File: config.mk
export PLATFORM = sky130hd
export DESIGN_NAME = addsub_issue_ctrl_flat
export DESIGN_NICKNAME = d
export VERILOG_FILES = /design/src/rtl/addsub_pkg.sv /design/src/rtl/addsub_issue_ctrl_if.sv /design/src/rtl/addsub_result_fifo.sv /design/src/rtl/addsub_issue_ctrl.sv /design/src/flat_wrapper.sv
export SDC_FILE = /design/constraint.sdc
export NUM_CORES = 1
export LEC_CHECK = 0
export ABC_AREA = 1
export BUFFER_PORTS_ARGS = -buffer_cell sky130_fd_sc_hd__buf_2
export CAP_MARGIN = 20
export CORE_MARGIN = 4
export CORE_UTILIZATION = 40
export DETAILED_ROUTE_END_ITERATION = 10
export PLACE_DENSITY_LB_ADDON = 0.05
export SLEW_MARGIN = 0
export SYNTH_ARGS = -nofsm -noshare
export SYNTH_HDL_FRONTEND = slang
export SYNTH_SLANG_ARGS = --single-unit
File: constraint.sdc
create_clock -name CLK -period 2.2 [get_ports CLK]
set_input_delay 0 -clock CLK [delete_from_list [all_inputs] [get_ports CLK]]
set_output_delay 0 -clock CLK [all_outputs]
set_load 0.01 [all_outputs]
File: src/rtl/addsub_pkg.sv
`default_nettype none
// ============================================================================
//  Module      : addsub_pkg
//  Description : Shared types and defaults for the add/sub issue controller.
//                Optional feature macro: ADDSUB_OVF_FLAG_EN (per-entry signed
//                overflow flag).
//  Revision    : 1.0 - initial release
// ============================================================================
package addsub_pkg;

    localparam int ADDSUB_WIDTH = 32;
    localparam int ADDSUB_DEPTH = 4;

    // Issue sequencer states: wait for a request, then one settle cycle.
    typedef enum logic [0:0] {
        IDLE = 1'b0,
        EXEC = 1'b1
    } addsub_state_t;

    // One buffered result. The sum width follows the package default width.
    typedef struct packed {
        logic [ADDSUB_WIDTH-1:0] sum;
        logic                    mode;
`ifdef ADDSUB_OVF_FLAG_EN
        logic                    ovf;
`endif
    } addsub_result_t;

`ifdef ADDSUB_OVF_FLAG_EN
    // Signed overflow from operand/result sign bits. For subtraction the
    // effective second operand is -B, so the "same sign" test inverts.
    function automatic logic addsub_ovf(input logic a_msb,
                                        input logic b_msb,
                                        input logic s_msb,
                                        input logic mode);
        logic same_sign;
        same_sign = mode ? (a_msb != b_msb) : (a_msb == b_msb);
        return same_sign && (s_msb != a_msb);
    endfunction
`endif

endpackage
`default_nettype wire

File: src/rtl/addsub_issue_ctrl_if.sv
`default_nettype none
// ============================================================================
//  Module      : addsub_issue_ctrl_if
//  Description : Request, adder-side and result-side signal bundle for the
//                add/sub issue controller. OUT_OVF exists only when
//                ADDSUB_OVF_FLAG_EN is defined.
//  Revision    : 1.0 - initial release
// ============================================================================
interface addsub_issue_ctrl_if
    import addsub_pkg::*;
#(
    parameter int WIDTH = ADDSUB_WIDTH,
    parameter int DEPTH = ADDSUB_DEPTH
);
    localparam int CNT_W = $clog2(DEPTH + 1);

    // Request side
    logic             IN_VALID;
    logic             IN_READY;
    logic [WIDTH-1:0] IN_A;
    logic [WIDTH-1:0] IN_B;
    logic             IN_MODE;
    // Adder/subtractor side
    logic [WIDTH-1:0] A;
    logic [WIDTH-1:0] B;
    logic             MODE;
    logic [WIDTH-1:0] SUM;
    // Result side
    logic             OUT_VALID;
    logic             OUT_READY;
    logic [WIDTH-1:0] OUT_SUM;
    logic             OUT_MODE;
`ifdef ADDSUB_OVF_FLAG_EN
    logic             OUT_OVF;
`endif
    logic [CNT_W-1:0] COUNT;

    // Controller view
    modport slave (
        input  IN_VALID, IN_A, IN_B, IN_MODE, SUM, OUT_READY,
        output IN_READY, A, B, MODE, OUT_VALID, OUT_SUM, OUT_MODE,
`ifdef ADDSUB_OVF_FLAG_EN
        output OUT_OVF,
`endif
        output COUNT
    );

    // Environment view (producer, adder model, consumer)
    modport master (
        output IN_VALID, IN_A, IN_B, IN_MODE, SUM, OUT_READY,
        input  IN_READY, A, B, MODE, OUT_VALID, OUT_SUM, OUT_MODE,
`ifdef ADDSUB_OVF_FLAG_EN
        input  OUT_OVF,
`endif
        input  COUNT
    );

endinterface
`default_nettype wire

File: src/rtl/addsub_result_fifo.sv
`default_nettype none
// ============================================================================
//  Module      : addsub_result_fifo
//  Description : Circular result FIFO with push/pop, occupancy count and a
//                head-entry output. Entry type is a parameter; with
//                ADDSUB_OVF_FLAG_EN the default entry carries an ovf bit.
//  Revision    : 1.0 - initial release
// ============================================================================
module addsub_result_fifo
    import addsub_pkg::*;
#(
    parameter int  DEPTH = ADDSUB_DEPTH,
    parameter type T     = addsub_result_t
) (
    input  wire logic                         CLK,
    input  wire logic                         RST_N,
    input  wire logic                         push_i,
    input  wire T                             push_data_i,
    input  wire logic                         pop_i,
    output T                                  head_o,
    output logic [$clog2(DEPTH+1)-1:0]        count_o
);
    localparam int                PTR_W    = $clog2(DEPTH);
    localparam int                CNT_W    = $clog2(DEPTH + 1);
    localparam logic [PTR_W-1:0]  PTR_LAST = PTR_W'(DEPTH - 1);
    localparam logic [CNT_W-1:0]  CNT_FULL = CNT_W'(DEPTH);

    T                 mem_q [DEPTH];
    logic [PTR_W-1:0] wr_ptr_q, wr_ptr_d;
    logic [PTR_W-1:0] rd_ptr_q, rd_ptr_d;
    logic [CNT_W-1:0] count_q,  count_d;
    logic             push_ok;
    logic             pop_ok;

    // Pops on an empty FIFO are dropped; pushes on a full one are dropped
    // as a safety net even though the controller never issues them.
    assign push_ok = push_i && (count_q != CNT_FULL);
    assign pop_ok  = pop_i  && (count_q != '0);

    // Next pointer/occupancy values; simultaneous push and pop cancel out.
    always_comb begin
        wr_ptr_d = wr_ptr_q;
        rd_ptr_d = rd_ptr_q;
        count_d  = count_q;
        if (push_ok) begin
            wr_ptr_d = (wr_ptr_q == PTR_LAST) ? '0 : wr_ptr_q + 1'b1;
        end
        if (pop_ok) begin
            rd_ptr_d = (rd_ptr_q == PTR_LAST) ? '0 : rd_ptr_q + 1'b1;
        end
        case ({push_ok, pop_ok})
            2'b10:   count_d = count_q + 1'b1;
            2'b01:   count_d = count_q - 1'b1;
            default: count_d = count_q;
        endcase
    end

    // Storage and pointer registers; storage clears so the head reads zero.
    always_ff @(posedge CLK or negedge RST_N) begin
        if (!RST_N) begin
            for (int i = 0; i < DEPTH; i++) begin
                mem_q[i] <= '0;
            end
            wr_ptr_q <= '0;
            rd_ptr_q <= '0;
            count_q  <= '0;
        end else begin
            if (push_ok) begin
                mem_q[wr_ptr_q] <= push_data_i;
            end
            wr_ptr_q <= wr_ptr_d;
            rd_ptr_q <= rd_ptr_d;
            count_q  <= count_d;
        end
    end

    assign head_o  = mem_q[rd_ptr_q];
    assign count_o = count_q;

endmodule
`default_nettype wire

File: src/rtl/addsub_issue_ctrl.sv
`default_nettype none
// ============================================================================
//  Module      : addsub_issue_ctrl
//  Description : Issues requests to an external combinational add/sub unit,
//                samples SUM one cycle later and queues tagged results.
//                Optional feature macro: ADDSUB_OVF_FLAG_EN (signed overflow
//                flag stored per result and driven on OUT_OVF).
//                WIDTH must match the package default, which sizes the
//                stored result entry.
//  Revision    : 1.0 - initial release
// ============================================================================
module addsub_issue_ctrl
    import addsub_pkg::*;
#(
    parameter int WIDTH = ADDSUB_WIDTH,
    parameter int DEPTH = ADDSUB_DEPTH
) (
    input  wire logic           CLK,
    input  wire logic           RST_N,
    addsub_issue_ctrl_if.slave  bus
);
    localparam int               CNT_W    = $clog2(DEPTH + 1);
    localparam logic [CNT_W-1:0] CNT_FULL = CNT_W'(DEPTH);

    addsub_state_t    state_q, state_d;
    logic [WIDTH-1:0] a_q, a_d;
    logic [WIDTH-1:0] b_q, b_d;
    logic             mode_q, mode_d;
    logic             accept;
    logic             push;
    logic             pop;
    logic [CNT_W-1:0] count;
    addsub_result_t   entry;
    addsub_result_t   head;

    // Ready uses registered occupancy only: a same-cycle pop grants no credit.
    assign bus.IN_READY = RST_N && (state_q == IDLE) && (count != CNT_FULL);
    assign accept       = bus.IN_VALID && bus.IN_READY;

    // Next-state logic: latch operands on acceptance, push after one settle cycle.
    always_comb begin
        state_d = state_q;
        a_d     = a_q;
        b_d     = b_q;
        mode_d  = mode_q;
        push    = 1'b0;
        case (state_q)
            IDLE: begin
                if (accept) begin
                    a_d     = bus.IN_A;
                    b_d     = bus.IN_B;
                    mode_d  = bus.IN_MODE;
                    state_d = EXEC;
                end
            end
            EXEC: begin
                push    = 1'b1;
                state_d = IDLE;
            end
            default: state_d = IDLE;
        endcase
    end

    // State and operand registers; operands hold between requests.
    always_ff @(posedge CLK or negedge RST_N) begin
        if (!RST_N) begin
            state_q <= IDLE;
            a_q     <= '0;
            b_q     <= '0;
            mode_q  <= 1'b0;
        end else begin
            state_q <= state_d;
            a_q     <= a_d;
            b_q     <= b_d;
            mode_q  <= mode_d;
        end
    end

    assign bus.A    = a_q;
    assign bus.B    = b_q;
    assign bus.MODE = mode_q;

    // Result entry built from the external SUM and the held operands.
    always_comb begin
        entry      = '0;
        entry.sum  = bus.SUM;
        entry.mode = mode_q;
`ifdef ADDSUB_OVF_FLAG_EN
        entry.ovf  = addsub_ovf(a_q[WIDTH-1], b_q[WIDTH-1],
                                bus.SUM[WIDTH-1], mode_q);
`endif
    end

    assign pop = bus.OUT_READY && bus.OUT_VALID;

    addsub_result_fifo #(
        .DEPTH (DEPTH),
        .T     (addsub_result_t)
    ) u_fifo (
        .CLK         (CLK),
        .RST_N       (RST_N),
        .push_i      (push),
        .push_data_i (entry),
        .pop_i       (pop),
        .head_o      (head),
        .count_o     (count)
    );

    assign bus.OUT_VALID = (count != '0);
    assign bus.OUT_SUM   = head.sum;
    assign bus.OUT_MODE  = head.mode;
`ifdef ADDSUB_OVF_FLAG_EN
    assign bus.OUT_OVF   = head.ovf;
`endif
    assign bus.COUNT     = count;

endmodule
`default_nettype wire

File: src/flat_wrapper.sv
// flat-port wrapper written by rule: the top's interface ports become plain ports
module addsub_issue_ctrl_flat import addsub_pkg::*;
#(
    parameter int WIDTH = ADDSUB_WIDTH,
    parameter int DEPTH = ADDSUB_DEPTH
)
  (CLK, RST_N, bus_IN_VALID, bus_IN_A, bus_IN_B, bus_IN_MODE, bus_SUM, bus_OUT_READY, bus_IN_READY, bus_A, bus_B, bus_MODE, bus_OUT_VALID, bus_OUT_SUM, bus_OUT_MODE, bus_COUNT);
  addsub_issue_ctrl_if #(.WIDTH(WIDTH), .DEPTH(DEPTH)) bus_i ();
  input  wire logic CLK;
  input  wire logic RST_N;
  input wire logic [$bits(bus_i.IN_VALID)-1:0] bus_IN_VALID;
  input wire logic [$bits(bus_i.IN_A)-1:0] bus_IN_A;
  input wire logic [$bits(bus_i.IN_B)-1:0] bus_IN_B;
  input wire logic [$bits(bus_i.IN_MODE)-1:0] bus_IN_MODE;
  input wire logic [$bits(bus_i.SUM)-1:0] bus_SUM;
  input wire logic [$bits(bus_i.OUT_READY)-1:0] bus_OUT_READY;
  output wire logic [$bits(bus_i.IN_READY)-1:0] bus_IN_READY;
  output wire logic [$bits(bus_i.A)-1:0] bus_A;
  output wire logic [$bits(bus_i.B)-1:0] bus_B;
  output wire logic [$bits(bus_i.MODE)-1:0] bus_MODE;
  output wire logic [$bits(bus_i.OUT_VALID)-1:0] bus_OUT_VALID;
  output wire logic [$bits(bus_i.OUT_SUM)-1:0] bus_OUT_SUM;
  output wire logic [$bits(bus_i.OUT_MODE)-1:0] bus_OUT_MODE;
  output wire logic [$bits(bus_i.COUNT)-1:0] bus_COUNT;
  assign bus_i.IN_VALID = bus_IN_VALID;
  assign bus_i.IN_A = bus_IN_A;
  assign bus_i.IN_B = bus_IN_B;
  assign bus_i.IN_MODE = bus_IN_MODE;
  assign bus_i.SUM = bus_SUM;
  assign bus_i.OUT_READY = bus_OUT_READY;
  assign bus_IN_READY = bus_i.IN_READY;
  assign bus_A = bus_i.A;
  assign bus_B = bus_i.B;
  assign bus_MODE = bus_i.MODE;
  assign bus_OUT_VALID = bus_i.OUT_VALID;
  assign bus_OUT_SUM = bus_i.OUT_SUM;
  assign bus_OUT_MODE = bus_i.OUT_MODE;
  assign bus_COUNT = bus_i.COUNT;
  addsub_issue_ctrl #(.WIDTH(WIDTH), .DEPTH(DEPTH)) u_core (.CLK(CLK), .RST_N(RST_N), .bus(bus_i));
endmodule
==> flow_metrics.env <==
export IMPL_status="completed"
export IMPL_cts_made_buffers=24
export IMPL_routed_wl_um=30600
export IMPL_fillCellCount=2228
export IMPL_worst_endpoint_required_ns=2.20
export IMPL_grt_use_total_pct=22.36
export IMPL_fmax_mhz=489.0
export IMPL_relSlewSlack_pct=37.92
export IMPL_netlist_instances=1187
export IMPL_r2r_end="u_core.u_fifo.count_o[1]"
export IMPL_grt_max_degree=155
export IMPL_min_period_ns=2.045
export IMPL_reg2reg_depth=8
export IMPL_finClkSkew_ns=0.007803
export IMPL_hold_path_class="in -> reg"
export IMPL_cellPowerDensity_nw_per_um2=1407
export IMPL_antenna_found_initial=0
export IMPL_num_io_pins=204
export IMPL_final_area_um2=12900
export IMPL_utilization_pct=54.30
export IMPL_seq_power_share_pct=37.0
export IMPL_cts_max_level=1
export IMPL_rsz0062_at_grt="false"
export IMPL_fin_cells=1775
export IMPL_cts_root_buf="clkbuf_16"
export IMPL_clkSlewWorstSetupHoldPaths_ns=0.06
export IMPL_vias=9124
export IMPL_period_share_pct=92.96
export IMPL_tightest_slew_ns=0.9311
export IMPL_postPlaceCellArea_um2=11050
export IMPL_n_antenna_cell=0
export IMPL_grt_remaining_overflow=0
export IMPL_synth_seq_cells=205
export IMPL_dieArea_um2=26950
export IMPL_yosys_warnings=0
export IMPL_p_comb_share_pct=41.6
export IMPL_end_kind="primary output"
export IMPL_syn_avg_cell_area_um2=8.218
export IMPL_layout_drive_gt1_share_pct=19.64
export IMPL_leakage_nw=6.816
export IMPL_crit_path_start="u_core.u_fifo.rd_ptr_q[1]"
export IMPL_drv_cap=0
export IMPL_power_switching_w=0.007357
export IMPL_crit_path_end="bus_OUT_SUM[29]"
export IMPL_r2r_start="u_core.u_fifo.count_o[0]"
export IMPL_die_height_um=164.2
export IMPL_clock_sinks=205
export IMPL_setup_viol=0
export IMPL_area_delta_synth_final_pct=32.22
export IMPL_grt_pass1_wl_um=49250
export IMPL_grt_pass1_vias=9278
export IMPL_clk_latency_ns=0.51
export IMPL_p_int_w=0.01079
export IMPL_finalHoldViolations=0
export IMPL_initial_utilization_pct=41.07
export IMPL_placement_io_buffers=203
export IMPL_switching_share_pct=40.55
export IMPL_syn_area_um2=9754
export IMPL_hpwl_um=16880
export IMPL_ant_nets=0
export IMPL_tns_ns=0
export IMPL_clockBufferDepth=3
export IMPL_drcViolationCount=0
export IMPL_drv_slew=0
export IMPL_peakVddDrop_uv=685.2
export IMPL_rows=56
export IMPL_routabilityCongestion=0.7546
export IMPL_rrSetupSlack_ns=0.30
export IMPL_dp_cells=1634
export IMPL_yosysUniqueCellTypes=22
export IMPL_crit_slowest_cell="dfrtp_2"
export IMPL_drt_iter0_drc=660
export IMPL_cp_start_kind="flip-flop"
export IMPL_core_area_um2=23750
export IMPL_crit_chain="buf_4 -> a21oi_1 -> o21ai_0 -> nand2_1 -> buf_2"
export IMPL_pwr_share_clk_pct=21.4
export IMPL_path_class="reg -> out"
export IMPL_whs_ns=0.06136
export IMPL_crit_fanout=28
export IMPL_drt_pass1_iterations=5
export IMPL_die_w_um=164.2
export IMPL_wl_per_cell_um=17.24
export IMPL_critical_path_arrival_ns=2.05
export IMPL_synth_seq_area_share_pct=52.59
export IMPL_syn_nets=1295
export IMPL_drt_vias_per_instance=5.140
export IMPL_max_stage_delay_ns=0.82
export IMPL_cts_tree="yes"
export IMPL_nets=1551
## power by group through the flow
stage / registers, W / logic [W] / clock network, W
2_1_floorplan: 0.00660 / 0.00452 / 0
3_3_place_gp: 0.00676 / 0.00717 / 0
3_5_place_dp: 0.00678 / 0.00725 / 0
4_1_cts: 0.00676 / 0.00750 / 0.00402
5_1_grt: 0.00695 / 0.00858 / 0.00416
6_report: 0.00671 / 0.00755 / 0.00388
## cells by family (layout without fill, tap and decap cells)
group,after synthesis,count (layout),synth area share (%)
AND/OR/NAND/NOR,686,686,31.99
AO/OA/AOI/OAI,102,102,6.080
buffers and inverters,186,455,8.273
adder cells (fa/ha/maj),7,7,0.9748
XOR/XNOR,1,1,0.08981
flip-flops,205,205,52.59
## critical path: cells and delay by family, from the launching register on
family,cells,cell delay (ns)
compound gates,2,0.13
buf+inv,2,0.47
flops,1,0.82
simple gates,1,0.10
## flip-flops by register name, indices dropped and copies added, names as in the netlist
name	count
u_core.u_fifo.rd_ptr_q	2
u_core.u_fifo.wr_ptr_q	2
u_core.bus.A	32
u_core.u_fifo.count_o	3
u_core.u_fifo.mem_q	132
u_core.bus.MODE	1
u_core.bus.B	32
u_core.state_q	1
## cells in the final DEF, fill, tap and decap left out, drive strengths merged
master / instances
nand2: 476
buf: 236
dfrtp: 205
nand4: 198
dlygate4sd3: 99
inv: 78
clkbuf: 38
o21ai: 36
a21oi: 33
o211ai: 33
nand3: 8
ha: 6
or2: 2
clkinv: 2
nor2: 2
xnor2: 1
fa: 1
bufinv: 1
bufbuf: 1
## per-layer routing
metal	GRT usage, %	wire length, um	up-vias
met5	0	0	-
met4	5.681	677	0
met3	4.517	1895	42
met2	37.56	14570	269
met1	29.72	13450	4329
li1	-	-	4484
## metrics by stage
stage	power, W	setup slack [ns]
after floorplan	0.01112	0.1979
after global placement	0.01393	0.3680
after detailed placement	0.01402	0.3204
after CTS	0.01827	0.01231
after global routing	0.01968	0.003125
final	0.01815	0.1549
## layout make-up
| class | count | area, um^2 | area share [%] |
|---|---|---|---|
| Sequential cell | 205 | 5139 | 39.84 |
| Clock inverter | 3 | 40.04 | 0.3104 |
| Multi-Input combinational cell | 796 | 3831 | 29.70 |
| Timing Repair Buffer | 338 | 2469 | 19.14 |
| Tap cell | 319 | 399.1 | 3.095 |
| Clock buffer | 36 | 726.9 | 5.636 |
| Inverter | 78 | 292.8 | 2.270 |
## cells in the mapped netlist
library cell  number  share of area [%]
buf_2             57                2.9
buf_6              1               0.12
nand4_1          198                 13
or2_2              2               0.13
dfrtp_1          205                 53
nand3_1            4               0.21
nand2_2            1              0.064
o21ai_1            1              0.051
fa_1               1               0.21
nand2_4            1               0.12
nand3_2            4               0.41
o211ai_1          33                2.5
buf_1             14               0.54
clkbuf_1          28                1.1
ha_1               6               0.77
buf_4              8               0.62
a21oi_1           33                1.7
nor2_2             2               0.13
nand2_1          474                 18
inv_1             78                3.0
xnor2_1            1              0.090
o21ai_0           35                1.8
## worst min path at each step
stage / from / endpoint / slack, ns / cells after the start
3_5_place_dp: RST_N / u_core.u_fifo.mem_q[107] / 0.22 / 2
4_1_cts: bus_IN_VALID / u_core.bus.A[8] / 0.01 / 3
6_report: bus_IN_VALID / u_core.bus.A[21] / 0.06 / 3
5_1_grt: bus_IN_VALID / u_core.bus.A[8] / 0.04 / 3
3_3_place_gp: RST_N / u_core.u_fifo.mem_q[107] / 0.23 / 2
2_1_floorplan: RST_N / u_core.bus.A[0] / -0.30 / 0
## timing repair
| item | in CTS | in global routing |
|---|---|---|
| hold buffers | 99 | 0 |
| gates cloned | 1 | 1 |
| gates resized for setup | 2 | 0 |
| pin swaps | 0 | 0 |
| setup buffers | 0 | 1 |
| endpoints found under the hold margin | 401 | 0 |
| setup endpoints to repair | 1 | 20 |
Power figures use the tool's default switching activity.
